[src/rtl/fetch_pkg.sv]
// Shared types and constants for the instruction-fetch sequencer.
package fetch_pkg;

    localparam int unsigned XLEN   = 32;
    localparam int unsigned QDEPTH = 2;
    localparam int unsigned CNTW   = $clog2(QDEPTH + 1);

    localparam logic [XLEN-1:0] PC_STEP = XLEN'(4);
    localparam logic [CNTW-1:0] QFULL   = CNTW'(QDEPTH);

    typedef enum logic [1:0] {
        StIdle,
        StFetch,
        StDrop
    } fetch_state_e;

endpackage

[src/rtl/fetch_controller_if.sv]
// Instruction-memory request/ready handshake between the fetch sequencer and memory.
interface fetch_controller_if;
    import fetch_pkg::*;

    logic            req;
    logic [XLEN-1:0] addr;
    logic            ready;
    logic [XLEN-1:0] rdata;

    modport master (
        output req,
        output addr,
        input  ready,
        input  rdata
    );

    modport slave (
        input  req,
        input  addr,
        output ready,
        output rdata
    );

endinterface

[src/rtl/fetch_queue.sv]
// Two-entry {instr, pc} FIFO feeding the IF/ID boundary; clear wins over push and pop.
module fetch_queue
    import fetch_pkg::*;
(
    input  logic            clk,
    input  logic            rst,
    input  logic            push,
    input  logic            pop,
    input  logic            clear,
    input  logic [XLEN-1:0] push_instr,
    input  logic [XLEN-1:0] push_pc,
    output logic [CNTW-1:0] count,
    output logic [XLEN-1:0] head_instr,
    output logic [XLEN-1:0] head_pc
);

    logic [XLEN-1:0] instr_mem [QDEPTH];
    logic [XLEN-1:0] pc_mem    [QDEPTH];
    logic            wr_ptr;
    logic            rd_ptr;
    logic            do_push;
    logic            do_pop;

    always_comb begin
        do_push = push && (count != QFULL);
        do_pop  = pop && (count != '0);
    end

    // Depth is fixed at two, so the pointers are single toggling bits.
    always_ff @(posedge clk or negedge rst) begin
        if (!rst) begin
            wr_ptr <= 1'b0;
            rd_ptr <= 1'b0;
            count  <= '0;
            for (int i = 0; i < QDEPTH; i++) begin
                instr_mem[i] <= '0;
                pc_mem[i]    <= '0;
            end
        end else if (clear) begin
            wr_ptr <= 1'b0;
            rd_ptr <= 1'b0;
            count  <= '0;
        end else begin
            if (do_push) begin
                instr_mem[wr_ptr] <= push_instr;
                pc_mem[wr_ptr]    <= push_pc;
                wr_ptr            <= ~wr_ptr;
            end
            if (do_pop) begin
                rd_ptr <= ~rd_ptr;
            end
            count <= count + CNTW'(do_push) - CNTW'(do_pop);
        end
    end

    always_comb begin
        head_instr = instr_mem[rd_ptr];
        head_pc    = pc_mem[rd_ptr];
    end

endmodule

[src/rtl/fetch_controller.sv]
// Instruction-fetch sequencer: owns the PC, runs the imem handshake, buffers two instructions.
// Optional memory-timeout flag is built only when FETCH_TIMEOUT_EN is defined.
module fetch_controller
    import fetch_pkg::*;
#(
    parameter logic [XLEN-1:0] RESET_PC       = '0,
    parameter int unsigned     TIMEOUT_CYCLES = 16
) (
    input  logic               clk,
    input  logic               rst,
    input  logic               hazard_freeze,
    input  logic               branch_taken,
    input  logic [XLEN-1:0]    branch_addr,
    fetch_controller_if.master imem,
    output logic [XLEN-1:0]    instr,
    output logic [XLEN-1:0]    instr_pc,
    output logic               instr_valid,
    output logic               flush,
    output logic               fetch_err
);

    fetch_state_e    state_q;
    logic [XLEN-1:0] pc_q;
    logic [XLEN-1:0] pc_d;
    logic [XLEN-1:0] addr_q;
    logic            req_q;
    logic            flush_q;
    logic            done;
    logic            q_push;
    logic            q_pop;
    logic [CNTW-1:0] count;
    logic [CNTW-1:0] count_next;

    always_comb begin
        done       = req_q && imem.ready;
        q_push     = (state_q == StFetch) && done && !branch_taken;
        q_pop      = instr_valid && !hazard_freeze && !branch_taken;
        count_next = branch_taken ? '0 : count + CNTW'(q_push) - CNTW'(q_pop);
        if (branch_taken) begin
            pc_d = branch_addr;
        end else if (q_push) begin
            pc_d = pc_q + PC_STEP;
        end else begin
            pc_d = pc_q;
        end
    end

    // A started request keeps req/addr frozen until ready; a new one starts only with room left.
    always_ff @(posedge clk or negedge rst) begin
        if (!rst) begin
            state_q <= StIdle;
            pc_q    <= RESET_PC;
            addr_q  <= RESET_PC;
            req_q   <= 1'b0;
            flush_q <= 1'b0;
        end else begin
            flush_q <= branch_taken;
            pc_q    <= pc_d;
            unique case (state_q)
                StIdle: begin
                    state_q <= StFetch;
                    req_q   <= 1'b1;
                    addr_q  <= pc_d;
                end
                StFetch: begin
                    if (req_q && !imem.ready) begin
                        if (branch_taken) begin
                            state_q <= StDrop;
                        end
                    end else begin
                        req_q  <= (count_next != QFULL);
                        addr_q <= pc_d;
                    end
                end
                StDrop: begin
                    if (imem.ready) begin
                        state_q <= StFetch;
                        req_q   <= 1'b1;
                        addr_q  <= pc_d;
                    end
                end
                default: begin
                    state_q <= StIdle;
                    req_q   <= 1'b0;
                end
            endcase
        end
    end

    fetch_queue u_queue (
        .clk        (clk),
        .rst        (rst),
        .push       (q_push),
        .pop        (q_pop),
        .clear      (branch_taken),
        .push_instr (imem.rdata),
        .push_pc    (pc_q),
        .count      (count),
        .head_instr (instr),
        .head_pc    (instr_pc)
    );

    assign imem.req    = req_q;
    assign imem.addr   = addr_q;
    assign instr_valid = (count != '0);
    assign flush       = flush_q;

`ifdef FETCH_TIMEOUT_EN
    localparam int unsigned WW = $clog2(TIMEOUT_CYCLES + 1);

    logic [WW-1:0] wait_q;
    logic          err_q;

    always_ff @(posedge clk or negedge rst) begin
        if (!rst) begin
            wait_q <= '0;
            err_q  <= 1'b0;
        end else if (req_q && !imem.ready) begin
            if (wait_q != WW'(TIMEOUT_CYCLES)) begin
                wait_q <= wait_q + WW'(1);
            end
            if (wait_q == WW'(TIMEOUT_CYCLES - 1)) begin
                err_q <= 1'b1;
            end
        end else begin
            wait_q <= '0;
        end
    end

    assign fetch_err = err_q;
`else
    logic unused_timeout;
    assign unused_timeout = ^TIMEOUT_CYCLES;
    assign fetch_err      = 1'b0;
`endif

endmodule

[src/flat_wrapper.sv]
// flat-port wrapper written by rule: the top's interface ports become plain ports
module fetch_controller_flat import fetch_pkg::*;
#(
    parameter logic [XLEN-1:0] RESET_PC       = '0,
    parameter int unsigned     TIMEOUT_CYCLES = 16
)
  (clk, rst, hazard_freeze, branch_taken, branch_addr, instr, instr_pc, instr_valid, flush, fetch_err, imem_req, imem_addr, imem_ready, imem_rdata);
  fetch_controller_if imem_i ();
  input  logic clk;
  input  logic rst;
  input  logic hazard_freeze;
  input  logic branch_taken;
  input  logic [XLEN-1:0] branch_addr;
  output logic [XLEN-1:0] instr;
  output logic [XLEN-1:0] instr_pc;
  output logic instr_valid;
  output logic flush;
  output logic fetch_err;
  output wire logic [$bits(imem_i.req)-1:0] imem_req;
  output wire logic [$bits(imem_i.addr)-1:0] imem_addr;
  input wire logic [$bits(imem_i.ready)-1:0] imem_ready;
  input wire logic [$bits(imem_i.rdata)-1:0] imem_rdata;
  assign imem_req = imem_i.req;
  assign imem_addr = imem_i.addr;
  assign imem_i.ready = imem_ready;
  assign imem_i.rdata = imem_rdata;
  fetch_controller #(.RESET_PC(RESET_PC), .TIMEOUT_CYCLES(TIMEOUT_CYCLES)) u_core (.clk(clk), .rst(rst), .hazard_freeze(hazard_freeze), .branch_taken(branch_taken), .branch_addr(branch_addr), .imem(imem_i), .instr(instr), .instr_pc(instr_pc), .instr_valid(instr_valid), .flush(flush), .fetch_err(fetch_err));
endmodule
[config.mk]
export PLATFORM = sky130hd
export DESIGN_NAME = fetch_controller_flat
export DESIGN_NICKNAME = d
export VERILOG_FILES = /design/src/rtl/fetch_pkg.sv /design/src/rtl/fetch_controller_if.sv /design/src/rtl/fetch_queue.sv /design/src/rtl/fetch_controller.sv /design/src/flat_wrapper.sv
export SDC_FILE = /design/constraint.sdc
export NUM_CORES = 1
export LEC_CHECK = 0
export BUFFER_PORTS_ARGS = -buffer_cell sky130_fd_sc_hd__buf_4
export CAP_MARGIN = 40
export CORE_MARGIN = 3
export CORE_UTILIZATION = 45
export CTS_CLUSTER_DIAMETER = 80
export DETAILED_ROUTE_END_ITERATION = 12
export PLACE_DENSITY_LB_ADDON = 0.2
export SYNTH_ARGS = -nofsm -noshare
export SYNTH_HDL_FRONTEND = slang
export SYNTH_SLANG_ARGS = --single-unit
[constraint.sdc]
create_clock -name clk -period 2.55 [get_ports clk]
set_clock_uncertainty 0.1 [all_clocks]
set_input_delay 0.255 -clock clk [delete_from_list [all_inputs] [get_ports clk]]
set_output_delay 0.255 -clock clk [all_outputs]
set_load 0.005 [all_outputs]
==> run summary <==
Fraction of the yosys area taken by sequential cells -> 53.5%
Residual antenna-violating net count after detailed routing -> 0
Mux contribution to synthesized area -> 26.6%
Number of buffers between clock root and the deepest sink -> 2
Pwr per Cell Area -> 977 nW/um^2
Synthesized netlist net count -> 796
Port Buffer Count -> 167
Core Area -> 20300 sq um
DR DRC count -> 0
Clock Latency Late Sink -> 0.43 ns
Average instance area after synthesis -> 13.0 sq um
Count of boundary I/O pins -> 169
FF/Latch Area -> 5010 sq um
Cell breakdown of the critical path -> and4bb_1 -> buf_4 -> nand3_4 -> o31a_1 -> o31a_1 -> mux2_2
Setup repair after global routing missed its margin -> false
Clock transition at path regs -> 0.07 ns
Detailed-route via count -> 6442
Largest area contributor in the netlist -> sky130_fd_sc_hd__dfrtp_1
Post-synthesis adder-cell area fraction -> 0.669%
Count of pins over their slew limit -> 0
Worst endpoint required time -> 2.77 ns
Share of the synthesized area in compound gates (AO/OA/AOI/OAI) -> 3.85%
Share of the synthesized area in the top cell type -> 53.5%
Cell at the slowest stage of the critical path -> sky130_fd_sc_hd__dfrtp_1
Maximum fanout count along the critical path -> 14
Starting DRT DRC Count -> 237
Slowest stage delay, CP -> 0.41 ns
Cells after DPL -> 1128
GPL Wtd Cong -> 0.788
Antenna violations before repair -> 0
Maximum number of pins on one net before global-route repair -> 67
Final-report setup violation count -> 0
Area growth from synthesis to final layout -> 28.9%
Post-synthesis instance area -> 9350 sq um
Clock tree from TritonCTS -> done
Tightest Pin Transition -> 0.693 ns
Setup TNS -> 0 ns
Wire length of the first global-routing pass -> 34900 microns
Placement Rows -> 52
Most repeated library cell on the critical path -> sky130_fd_sc_hd__o31a_1
Fin. Hold Viols -> 0
Share of the synthesized netlist area taken by xor and xnor gates -> 2.81%
Total power -> 11.8 mW
Type of the worst setup path -> reg -> reg
Fraction of the mapped netlist area in simple logic gates -> 8.28%
Time the worst path needs with I/O delays and setup -> 2.26 ns
Overall global routing resource usage -> 19.7%
Total Wirelength -> 22000 microns
Number of standard cells in the layout, taps in and fillers out -> 1222
Yosys reg bits -> 200
Peak clock frequency supported by timing -> 0.443 GHz
Worst-case setup margin in the final layout -> 0.293 ns
Fill cell instance count of the final layout -> 1670
Final #Nets -> 1014
Run status -> complete, no violations
Number of maximum-capacitance violations -> 0
Antenna diode count -> 0
Top post-synthesis cells by area -> sky130_fd_sc_hd__dfrtp_1 (54%), sky130_fd_sc_hd__mux2_2 (24%), sky130_fd_sc_hd__nand2_1 (2.6%)
Total placed instance area -> 10800 sq um
Leftover overflow at the end of global routing -> 0
TritonCTS Buffers -> 17
Largest family of logic cells by synthesized area -> multiplexers
Fin crit share -> 88.5%
Chip Height -> 150 microns
Die width -> 150 microns
Vias per inst -> 5.27
Leakage power figure -> 5.54 nW
Multi-input combinational cell area -> 3980 sq um
CP Capture Type -> register
Fraction of layout instances using a drive strength above 1 -> 45.0%
Warnings from Yosys -> 0
Post-Place Setup Slack -> 0.297 ns
Overall die area -> 22500 sq um
Initial Util -> 46.1%
Library cells used by synthesis -> 45
Startpoint types -> register
Critical Path AT -> 2.47 ns
Depth of the CTS H-tree -> 4
Mapped Cells -> 722
Detail Placement HPWL -> 14500 microns
Non-Filler Cell Area, Final -> 12100 sq um
Number of clock sinks -> 200
Master cell of the clock root buffer -> sky130_fd_sc_hd__clkbuf_16
Detail-routed net length per standard cell -> 18.0 microns
Via count of the first global-routing pass -> 6842
Remaining max-slew budget at the tightest pin -> 53.8%
Worst hold-check path type -> in -> reg
Peak ir drop on the vdd network -> 0.000468 V
Count of TritonRoute iterations in the first routing pass -> 4
## cells by family after synthesis
kind of cell	after synthesis
flip-flops	200
adder cells (fa/ha/maj)	5
AO/OA/AOI/OAI	48
buffers and inverters	71
XOR/XNOR	30
multiplexers	223
AND/OR/NAND/NOR	144
other	1
## area by class of cell
type	count	share of cell area, %
Tap cell	270	2.80
Multi-Input combinational cell	451	33.0
Clock buffer	20	3.71
Timing Repair Buffer	244	17.0
Clock inverter	11	1.20
Sequential cell	200	41.5
Inverter	26	0.810
## critical path: cells and delay by family, from the launching register on
family,cells,cell delay [ns]
AND/OR/NAND/NOR,2,0.60
AO/OA/AOI/OAI,2,0.56
multiplexers,1,0.27
flip-flops,1,0.41
buffers and inverters,1,0.20
## Yosys cell counts (all sizes together)
library cell / instances
nor2b: 3
nand3: 8
o22a: 1
nor3b: 1
o21a: 1
nand3b: 1
clkbuf: 19
o21ai: 13
xor2: 9
o211ai: 2
o31a: 2
a21oi: 4
nor3: 10
mux2: 203
o22ai: 2
ha: 5
or2: 1
and3: 6
o221ai: 22
buf: 26
nand4: 8
nor4: 12
xnor2: 21
and4bb: 1
mux2i: 20
nand2b: 4
or3: 1
a221o: 1
nand2: 70
dfrtp: 200
inv: 26
and4: 6
nor2: 12
conb: 1
## state kept, by name (all words and copies together) (netlist names)
register / count
u_core.u_queue.wr_ptr: 1
u_core.u_queue.rd_ptr: 1
u_core.pc_q: 32
u_core.state_q: 2
u_core.u_queue.instr_mem: 64
u_core.imem.addr: 32
u_core.imem.req: 1
u_core.flush: 1
u_core.u_queue.pc_mem: 64
u_core.u_queue.count: 2
## report_power, final
part	switching [mW]	total, mW	internal [mW]	leakage [nW]
Sequential	0.662	5.03	4.37	2.46
Clock	1.15	2.72	1.57	0.294
Combinational	1.49	4.03	2.54	2.78
## placed cells by master (no fill, tap or decap), drive strengths merged, types with 4 or more instances in the layout
cell / count
a21oi: 4
and3: 6
and4: 6
buf: 180
clkbuf: 21
clkinv: 6
dfrtp: 200
dlygate4sd3: 63
ha: 5
inv: 28
mux2: 203
mux2i: 20
nand2: 70
nand2b: 4
nand3: 8
nand4: 8
nor2: 12
nor3: 10
nor4: 12
o21ai: 13
o221ai: 22
xnor2: 21
xor2: 9
## through the flow
stage,util [%],hold slack [ns]
2_1_floorplan,-,-0.141
3_3_place_gp,53.4,0.158
3_5_place_dp,53.4,0.167
4_1_cts,59.4,0.00382
5_1_grt,59.4,0.0247
6_report,59.4,0.0232
## what timing repair did
| item | 4_1_cts | 5_1_grt |
|---|---|---|
| endpoints found under the hold margin | 149 | 0 |
| resized for setup | 0 | 0 |
| hold buffers | 63 | 0 |
| setup endpoints to repair | 0 | 0 |
| setup buffers | 0 | 0 |
## path summary, 6_finish.rpt
kind / startpoint / endpoint / slack, ns / depth (start not counted)
min reg2reg: u_core.imem.addr[30] / u_core.imem.addr[30] / 0.39 / 2
max reg2reg: u_core.state_q[1] / u_core.imem.addr[14] / 0.29 / 6
max: u_core.state_q[1] / u_core.imem.addr[14] / 0.29 / 6
min: imem_ready / u_core.state_q[1] / 0.02 / 2
max in group asynchronous: rst / u_core.u_queue.pc_mem[62] / 1.34 / 3
min in group asynchronous: rst / u_core.u_queue.instr_mem[26] / 0.28 / 2
## per-layer routing
layer / up-vias / share of wire (%) / GRT usage (%)
met4: 0 / 1.2 / 6.31
met3: 16 / 4.9 / 3.73
met1: 3271 / 44 / 25.4
met5: - / 0 / 0
li1: 3001 / - / -
met2: 154 / 50 / 33.8
(Power assumes the default switching activity.)
